**config.mk**
```make
export PLATFORM = sky130hd
export DESIGN_NAME = snake_target_ctrl
export DESIGN_NICKNAME = d
export VERILOG_FILES = /design/src/rtl/snake_target_ctrl_pkg.sv /design/src/rtl/snake_target_ctrl_lfsr16.sv /design/src/rtl/snake_target_ctrl.sv
export SDC_FILE = /design/constraint.sdc
export NUM_CORES = 1
export LEC_CHECK = 0
export ABC_CLOCK_PERIOD_IN_PS = 2000
export BUFFER_PORTS_ARGS = -buffer_cell sky130_fd_sc_hd__buf_2
export CORE_MARGIN = 8
export CORE_UTILIZATION = 35
export DETAILED_ROUTE_END_ITERATION = 6
export HOLD_SLACK_MARGIN = 0.12
export PLACE_DENSITY = 0.58
export SKIP_LAST_GASP = 1
export SYNTH_ARGS = -nofsm -noshare
export SYNTH_HDL_FRONTEND = slang
export SYNTH_SLANG_ARGS = --single-unit
```
**constraint.sdc**
```tcl
create_clock -name CLK -period 2 [get_ports CLK]
set_input_delay 0 -clock CLK [delete_from_list [all_inputs] [get_ports CLK]]
set_output_delay 0 -clock CLK [all_outputs]
set_load 0.03 [all_outputs]
```
**src/rtl/snake_target_ctrl_pkg.sv**
```systemverilog
// Shared definitions for the Snake food-target controller:
// default grid geometry, FSM state encoding and the LFSR step function.
package snake_target_ctrl_pkg;

    localparam int unsigned DEF_X_WIDTH = 8;
    localparam int unsigned DEF_Y_WIDTH = 7;
    localparam int unsigned DEF_X_MAX   = 159;
    localparam int unsigned DEF_Y_MAX   = 119;

    typedef enum logic [1:0] {
        ST_PLACE = 2'd0,
        ST_ARMED = 2'd1,
        ST_SCORE = 2'd2,
        ST_DONE  = 2'd3
    } state_e;

    // Fibonacci form, taps 16,14,13,11: shift left, feedback into bit 0.
    function automatic logic [15:0] lfsr16_next(input logic [15:0] v);
        return {v[14:0], v[15] ^ v[13] ^ v[12] ^ v[10]};
    endfunction

endpackage

```
**src/rtl/snake_target_ctrl_lfsr16.sv**
```systemverilog
// Free-running 16-bit Fibonacci LFSR used as the target position source.
// Ports: CLK, RESET (async, active-high, loads SEED), LFSR_OUT current state.
module snake_lfsr16
    import snake_target_ctrl_pkg::*;
#(
    parameter logic [15:0] SEED = 16'hACE1
) (
    input  logic        CLK,
    input  logic        RESET,
    output logic [15:0] LFSR_OUT
);

    logic [15:0] lfsr_q;
    logic [15:0] lfsr_d;

    assign lfsr_d   = lfsr16_next(lfsr_q);
    assign LFSR_OUT = lfsr_q;

    always_ff @(posedge CLK or posedge RESET) begin
        if (RESET) begin
            lfsr_q <= SEED;
        end else begin
            lfsr_q <= lfsr_d;
        end
    end

endmodule

```
**src/rtl/snake_target_ctrl.sv**
```systemverilog
// Places the Snake food target, detects head hits, holds SCORE_EN for one
// score-counter strobe period per hit, counts hits and flags the win.
// Ports: CLK, RESET (async, active-high), GAME_ACTIVE, HEAD_VALID, HEAD_X/Y in;
// TARGET_X/Y, TARGET_VALID, SCORE_EN, HIT_COUNT, WIN out (all registered).
module snake_target_ctrl
    import snake_target_ctrl_pkg::*;
#(
    parameter int unsigned X_WIDTH           = DEF_X_WIDTH,
    parameter int unsigned Y_WIDTH           = DEF_Y_WIDTH,
    parameter int unsigned X_MAX             = DEF_X_MAX,
    parameter int unsigned Y_MAX             = DEF_Y_MAX,
    parameter int unsigned SCORE_HOLD_CYCLES = 100000,
    parameter int unsigned WIN_SCORE         = 10,
    parameter logic [15:0] LFSR_SEED         = 16'hACE1
) (
    input  logic               CLK,
    input  logic               RESET,
    input  logic               GAME_ACTIVE,
    input  logic               HEAD_VALID,
    input  logic [X_WIDTH-1:0] HEAD_X,
    input  logic [Y_WIDTH-1:0] HEAD_Y,
    output logic [X_WIDTH-1:0] TARGET_X,
    output logic [Y_WIDTH-1:0] TARGET_Y,
    output logic               TARGET_VALID,
    output logic               SCORE_EN,
    output logic [7:0]         HIT_COUNT,
    output logic               WIN
);

    localparam int unsigned CNT_W =
        (SCORE_HOLD_CYCLES > 1) ? $clog2(SCORE_HOLD_CYCLES) : 1;
    localparam logic [CNT_W-1:0] CNT_LAST = CNT_W'(SCORE_HOLD_CYCLES - 1);
    localparam logic [7:0]       WIN_CNT  = 8'(WIN_SCORE);
    localparam logic [X_WIDTH-1:0] XLIM   = X_WIDTH'(X_MAX);
    localparam logic [Y_WIDTH-1:0] YLIM   = Y_WIDTH'(Y_MAX);

    logic [15:0] lfsr;

    snake_lfsr16 #(
        .SEED(LFSR_SEED)
    ) u_lfsr (
        .CLK     (CLK),
        .RESET   (RESET),
        .LFSR_OUT(lfsr)
    );

    logic [X_WIDTH-1:0] cand_x;
    logic [Y_WIDTH-1:0] cand_y;
    logic               unused_lfsr_bits;
    logic               accept;
    logic               hit;

    assign cand_x = lfsr[X_WIDTH-1:0];
    assign cand_y = lfsr[X_WIDTH+Y_WIDTH-1:X_WIDTH];
    assign unused_lfsr_bits = ^lfsr[15:X_WIDTH+Y_WIDTH];

    state_e             state_q, state_d;
    logic [X_WIDTH-1:0] tx_q, tx_d;
    logic [Y_WIDTH-1:0] ty_q, ty_d;
    logic               tvalid_q, tvalid_d;
    logic               score_en_q, score_en_d;
    logic [CNT_W-1:0]   cnt_q, cnt_d;
    logic [7:0]         hits_q, hits_d;
    logic               win_q, win_d;
    logic [7:0]         hits_inc;

    // A candidate never lands on the head's current cell, whether or
    // not HEAD_VALID is pulsing this cycle.
    assign accept = (cand_x <= XLIM) && (cand_y <= YLIM) &&
                    !((cand_x == HEAD_X) && (cand_y == HEAD_Y));

    assign hit = GAME_ACTIVE && HEAD_VALID &&
                 (HEAD_X == tx_q) && (HEAD_Y == ty_q);

    assign hits_inc = (hits_q == WIN_CNT) ? hits_q : hits_q + 8'd1;

    always_comb begin
        state_d    = state_q;
        tx_d       = tx_q;
        ty_d       = ty_q;
        tvalid_d   = tvalid_q;
        score_en_d = score_en_q;
        cnt_d      = cnt_q;
        hits_d     = hits_q;
        win_d      = win_q;

        unique case (state_q)
            ST_PLACE: begin
                if (accept) begin
                    tx_d     = cand_x;
                    ty_d     = cand_y;
                    tvalid_d = 1'b1;
                    state_d  = ST_ARMED;
                end
            end
            ST_ARMED: begin
                if (hit) begin
                    tvalid_d   = 1'b0;
                    score_en_d = 1'b1;
                    cnt_d      = '0;
                    hits_d     = hits_inc;
                    if (hits_inc == WIN_CNT) begin
                        win_d   = 1'b1;
                        state_d = ST_DONE;
                    end else begin
                        state_d = ST_SCORE;
                    end
                end
            end
            ST_SCORE: begin
                if (cnt_q == CNT_LAST) begin
                    score_en_d = 1'b0;
                    state_d    = ST_PLACE;
                end else begin
                    cnt_d = cnt_q + CNT_W'(1);
                end
            end
            ST_DONE: begin
                // Finish the last hit's pulse, then idle until reset.
                if (score_en_q) begin
                    if (cnt_q == CNT_LAST) begin
                        score_en_d = 1'b0;
                    end else begin
                        cnt_d = cnt_q + CNT_W'(1);
                    end
                end
            end
            default: begin
                state_d = ST_PLACE;
            end
        endcase
    end

    always_ff @(posedge CLK or posedge RESET) begin
        if (RESET) begin
            state_q    <= ST_PLACE;
            tx_q       <= '0;
            ty_q       <= '0;
            tvalid_q   <= 1'b0;
            score_en_q <= 1'b0;
            cnt_q      <= '0;
            hits_q     <= '0;
            win_q      <= 1'b0;
        end else begin
            state_q    <= state_d;
            tx_q       <= tx_d;
            ty_q       <= ty_d;
            tvalid_q   <= tvalid_d;
            score_en_q <= score_en_d;
            cnt_q      <= cnt_d;
            hits_q     <= hits_d;
            win_q      <= win_d;
        end
    end

    assign TARGET_X     = tx_q;
    assign TARGET_Y     = ty_q;
    assign TARGET_VALID = tvalid_q;
    assign SCORE_EN     = score_en_q;
    assign HIT_COUNT    = hits_q;
    assign WIN          = win_q;

endmodule
```
# Word-level counts from Yosys, hierarchy flattened
# Index checks and enable logic that the tools add are counted.
word_totals:
  reg_bits: 61
  latch_bits: 0
  mem_bits_rw: 0
  mem_bits_ro: 0
  input_bits: 19
  output_inout_bits: 26
  elab_cells: 66
  memories: 0
op_classes:
  n_addsub: 2
  n_mul: 0
  div: 0
  order_cmp: 2
  n_eq_ne: 14
  n_shift: 0
  mux: 18
  bitwise_logic: 3
  n_reduce_logical: 18
op_table:
  columns: ["operator", "n"]
  rows:
  - ["17-bit two-way mux", 3]
  - ["17-bit case mux with 3 select lines", 1]
  - ["17-bit by 1-bit adder with 17-bit output (second input constant)", 1]
  - ["17-bit == test (second input constant)", 1]
  - ["8-bit by 4-bit == test with 1-bit output (second input constant)", 2]
  - ["8-bit == test", 2]
  - ["7-bit == test", 2]
  - ["3-bit AND reduction", 4]
  - ["8-bit by 1-bit adder with 8-bit output (second input constant)", 1]
  - ["8-bit less-or-equal comparator (second input constant)", 1]
  - ["8-bit two-way mux", 1]
  - ["2-bit != test (second input constant)", 4]
  - ["7-bit less-or-equal comparator (second input constant)", 1]
  - ["1-bit two-way mux", 7]
  - ["1-bit logical AND", 6]
  - ["2-bit two-way mux", 3]
  - ["2-bit case mux with 3 select lines", 1]
  - ["3-bit nonzero test", 2]
  - ["2-bit == test (second input constant)", 2]
  - ["2-bit AND reduction", 2]
  - ["4-bit AND reduction", 1]
  - ["1-bit case mux with 3 select lines", 1]
  - ["1-bit XOR", 3]
  - ["2-bit by 1-bit == test with 1-bit output (second input constant)", 1]
  - ["4 further kinds", 4]

# Longest topological paths before layout
logic_depth:
  ltp_word: 6
  ltp_mapped: 7
  ltp_nobuf: 7

# Hierarchy
# Synthesis repeated with hierarchy kept, for this count alone.
unflattened:
  cells_unflattened: 277
  area_unflattened_um2: 3104.2
by_module_without_submodules:
  columns: ["module", "instances", "cells_each", "area_each_um2", "seq_area_each_um2"]
  rows:
  - ["snake_target_ctrl", 1, 242, 2551.2, 1126.1]
  - ["snake_lfsr16", 1, 35, 553.0, 410.4]

# Worst setup path before layout
# No wires, ideal clock.
synth_path:
  path_type: "register to register"
  from: "reg hits_q[0] (netlist: HIT_COUNT[0])"
  to: "reg win_q (netlist: WIN)"
  setup_time_ns: 0.078
  arrival_time_ns: 1.909
  required_time_ns: 1.922
  slack_ns: 0.013
  stages_incl_launch_ff: 8
  path_buffers: 1
  synth_period_minus_slack_ns: 1.987
  path_cell_list: "dfrtp_1 -> ha_1 -> clkbuf_1 -> and4_1 -> o221ai_1 -> nor4b_1 -> o21ai_1 -> o21bai_1"
synth_via:
  elab_chain_len: 4
  elab_cells_between_ends: 5
  cone_classes: "add/sub (1); eq/ne (2); mux (1); reduce/logical (1)"
synth_rtl:
  columns: ["item", "line_no", "rtl"]
  rows:
  - ["start: declaration", "snake_target_ctrl.sv:63", "logic [7:0] hits_q, hits_d;"]
  - ["start signal: assignment", "snake_target_ctrl.sv:151", "hits_q <= hits_d;"]
  - ["8-bit by 1-bit adder with 8-bit output / 8-bit by 4-bit == test with 1-bit output (equally long branches)", "snake_target_ctrl.sv:75", "assign hits_inc = (hits_q == WIN_CNT) ? hits_q : hits_q + 8'd1;"]
  - ["8-bit two-way mux (*)", "snake_target_ctrl.sv:75", null]
  - ["8-bit by 4-bit == test with 1-bit output (*)", "snake_target_ctrl.sv:102", "if (hits_inc == WIN_CNT) begin"]
  - ["3-bit AND reduction (no source line) (*)", null, null]
  - ["end signal: assignment", "snake_target_ctrl.sv:152", "win_q <= win_d;"]
  - ["end: declaration", "snake_target_ctrl.sv:64", "logic win_q, win_d;"]
# Mark *: on every way between the ends. The rest lies on a longest branch, timed or not.
# A chain may end at the register's enable or synchronous reset.

# Final worst setup path
# Same ends and word-level chain as after synthesis.

==> results.md <==
* Most frequent cell after synthesis: dfrtp_1
* Top post-synthesis cells by area: dfrtp_1, xnor2_1, dfstp_2
* Worst-Skew Late Latency at 0.34 ns
* Pin count of the biggest net entering global routing at 24
* Core area at 8590 um2
* N_diodes at 0
* Die Area at approximately 12000 um2
* Cells along the critical path: inv_1, ha_1, or4b_1, o221ai_1, nor4b_1, o21ai_1, o21bai_1
* Slew HR at 71.2%
* DRC at 0
* Int Pwr at approximately 0.0018 W
* Area growth, synth to finish at 20.8%
* Lkg Pwr at roughly 1.6 nW
* Logic gate share of total power at 3.7%
* #FFs+latches synth at 61
* Via count of the first global-routing pass at 2314
* Final cycle utilization of the critical path at 95.4%
* Vias post-DR at 2248
* Post-Synthesis Mean Instance Area at 11.5 um2
* Critical-path top delay cell: or4b_1
* Critical path launch point type: flop
* Hold crit path type: input pin to asynchronous set/reset pin
* CP Data Required Time at 2.23 ns
* Synth top cells by count: dfrtp_1, xnor2_1, mux2_2, nand2_1
* Gpl congestion at roughly 0.8
* Area of the mapped netlist at 3060 um2
* Port bufs at 44
* CTS tree: done
* Asr flop ratio synth at 100%
* Critical Path AT at 2.13 ns
* Post-DRT Antenna Nets at 0
* Outcome: finished clean
* Slowest stage delay, CP at approximately 0.52 ns
* Crit Path Max Fanout at 5
* Net Sw Power at 0.000569 W
* Met1 GRT Util at 15.1%
* Initial Utilization at 35.6%
* Tmin final at 1.91 ns
* Die H at approximately 110 um
* Sequential power share at 51.0%
* Register area share after synthesis at between 50 and 60%
* Fin. max-slew vios at 0
* Clock sinks at between 60 and 70
* Clock Skews at 0.00967 ns
* Placement Cell Area at 3450 um2
* I/O pin count at 45
* Num rows at 34
* Total CTS buffers at 9
* Clk buf depth at 2
* Finished Cell Area at between 3000 and 4000 um2
* Setup-failing EPs final at 0
* Vias per cell at between 5 and 6
* # nets final at 351
* Synth Instances at roughly 270
* Fmax at 0.524 GHz
* RSZ-0062 raised after global routing: no
* DR WL/cell at roughly 16 um
* Post-synth top flop: dfrtp_1
* Clk pwr share at 45.2%
* Peak supply drop at 0.475 mV
* First-pass DRT Iterations at 4
* Element type at the critical path end: flop
* Gr busiest metal: met2
* PD cells at around 650 nW/um2
* Cell variety after synth at 51
* WL final at ~7000 um
* Post-DP HPWL at just over 5000 um
* Met3 GRT Util at 4.40%
* Largest area contributor in the netlist: dfrtp_1
* Critical path type: flop to flop
* EDFF count, synth at 0
* Gr usage total at 12.4%
* Max_cap viols at 0
* Initial DRC count at 63
* Total negative slack at 0 ns
* Clock slew at reported path FFs at 0.08 ns
* Layout cells sized above 1 at 33.2%
* Final Hold Viols at 0
* Htree depth at 3
* Clk root buf: clkbuf_8
* Sw Ratio at a little under a quarter
* Congestion Overflow GR at 0
* GRT met2 Usage at between 15 and 20%
* Die width at 110 um
* Initial antenna violation count at 0
* Post-synth top area share at a little over two fifths
* First-pass GRT wire length at 11500 um
* Syn. warnings at 0
* Syn Nets at 289
* Actual slew at the worst max-slew pin at 0.426 ns
==> area by class of cell <==
class | count | area [um2]
timing repair buffer | 58 | 340
sequential | 61 | 1540
fill | 824 | 4900
multi-input combinational | 192 | 1460
clock inverter | 7 | 76.3
clock buffer | 9 | 124
tap | 108 | 135
inverter | 7 | 26.3
==> cell families after synthesis <==
family                     share of synthesized area (%)
and+or+nand+nor                                     16.9
DFF                                                 50.2
xor gates and xnor gates                            13.5
AOI/OAI and AO/OA                                   9.16
muxes                                               6.21
buffers and inverters                               2.86
adders and majority gates                           1.23
==> metal layers <==
| metal | vias up | wire [um] |
|---|---|---|
| li1 | 1091 | - |
| met1 | 1084 | 3190 |
| met2 | 63 | 3320 |
| met3 | 10 | 372 |
| met4 | 0 | 102 |
| met5 | - | 0 |
==> worst max-delay path, delay by kind of cell, from the launching register on <==
family | cells | cell delay [ns]
AND/OR/NAND/NOR | 2 | 0.61
AO/OA/AOI/OAI | 3 | 0.51
flip-flops | 1 | 0.43
adder cells (fa/ha/maj) | 1 | 0.14
buffers and inverters | 1 | 0.10
==> repair_timing <==
| item | 4_1_cts | 5_1_grt |
|---|---|---|
| setup endpoints to repair | 0 | 7 |
| hold buffers | 1 | 0 |
| endpoints found under the hold margin | 39 | 0 |
| gates resized for setup | 0 | 3 |
| setup buffers | 0 | 2 |
==> state kept, by name, indices dropped and copies added (netlist names) <==
register / cells
HIT_COUNT: 8
SCORE_EN: 1
TARGET_X: 8
TARGET_Y: 7
u_lfsr.LFSR_OUT: 16
TARGET_VALID: 1
cnt_q: 17
state_q: 2
WIN: 1
==> path summary, 6_finish.rpt <==
kind	start	end	slack [ns]	depth (start not counted)
worst max-delay path	HIT_COUNT[0]$_DFFE_PP0P_	WIN$_DFFE_PP0P_	0.09	7
worst min-delay path	RESET	TARGET_Y[6]$_DFFE_PP0P_	0.21	3
worst max register to register	HIT_COUNT[0]$_DFFE_PP0P_	WIN$_DFFE_PP0P_	0.09	7
worst min register to register	u_lfsr.LFSR_OUT[5]$_DFF_PP1_	u_lfsr.LFSR_OUT[6]$_DFF_PP1_	0.39	0
max in group asynchronous	RESET	u_lfsr.LFSR_OUT[5]$_DFF_PP1_	1.07	4
min in group CLK	HEAD_X[7]	state_q[0]$_DFFE_PP0P_	0.30	6
==> power groups by stage <==
stage	combinational, W	sequential, W	clock, W
after global placement	0.0000911	0.00126	0
after detailed placement	0.0000919	0.00126	0
after CTS	0.0000941	0.00123	0.00114
after global routing	0.000102	0.00123	0.00119
final	0.0000903	0.00123	0.00109
after floorplan	0.0000479	0.00126	0
==> cell usage in the layout (no fill, tap or decap), types with 2 or more instances in the layout <==
| cell type | n |
|---|---|
| o31ai_1 | 2 |
| xor2_1 | 7 |
| a22o_1 | 4 |
| buf_2 | 44 |
| dfstp_2 | 8 |
| o21ai_0 | 11 |
| clkbuf_8 | 9 |
| nor3_1 | 5 |
| ha_1 | 2 |
| clkinv_4 | 3 |
| clkinvlp_4 | 2 |
| inv_1 | 6 |
| o21ai_1 | 3 |
| or4_1 | 2 |
| xnor2_1 | 40 |
| or3_1 | 7 |
| buf_4 | 12 |
| nand2_1 | 13 |
| and4_1 | 4 |
| a21oi_1 | 11 |
| nor4b_1 | 2 |
| nand2b_1 | 2 |
| mux2_2 | 15 |
| dfrtp_1 | 52 |
| nand3_1 | 7 |
| nor2_1 | 9 |
| nand3_2 | 3 |
| nand4_1 | 11 |
| and3_1 | 6 |
==> stage by stage <==
step,util [%],hold slack (ns),setup slack (ns),std cells,power [W]
final,43.0,0.210,0.0924,442,0.00242
after global routing,43.0,0.242,0.00414,442,0.00252
after CTS,42.6,0.190,0.0542,439,0.00247
after detailed placement,40.1,0.0348,0.0657,422,0.00135
after global placement,40.1,0.0267,0.140,422,0.00135
after floorplan,-,0.370,0.0131,267,0.00130
Note: power is estimated with default switching activity, not from simulation.
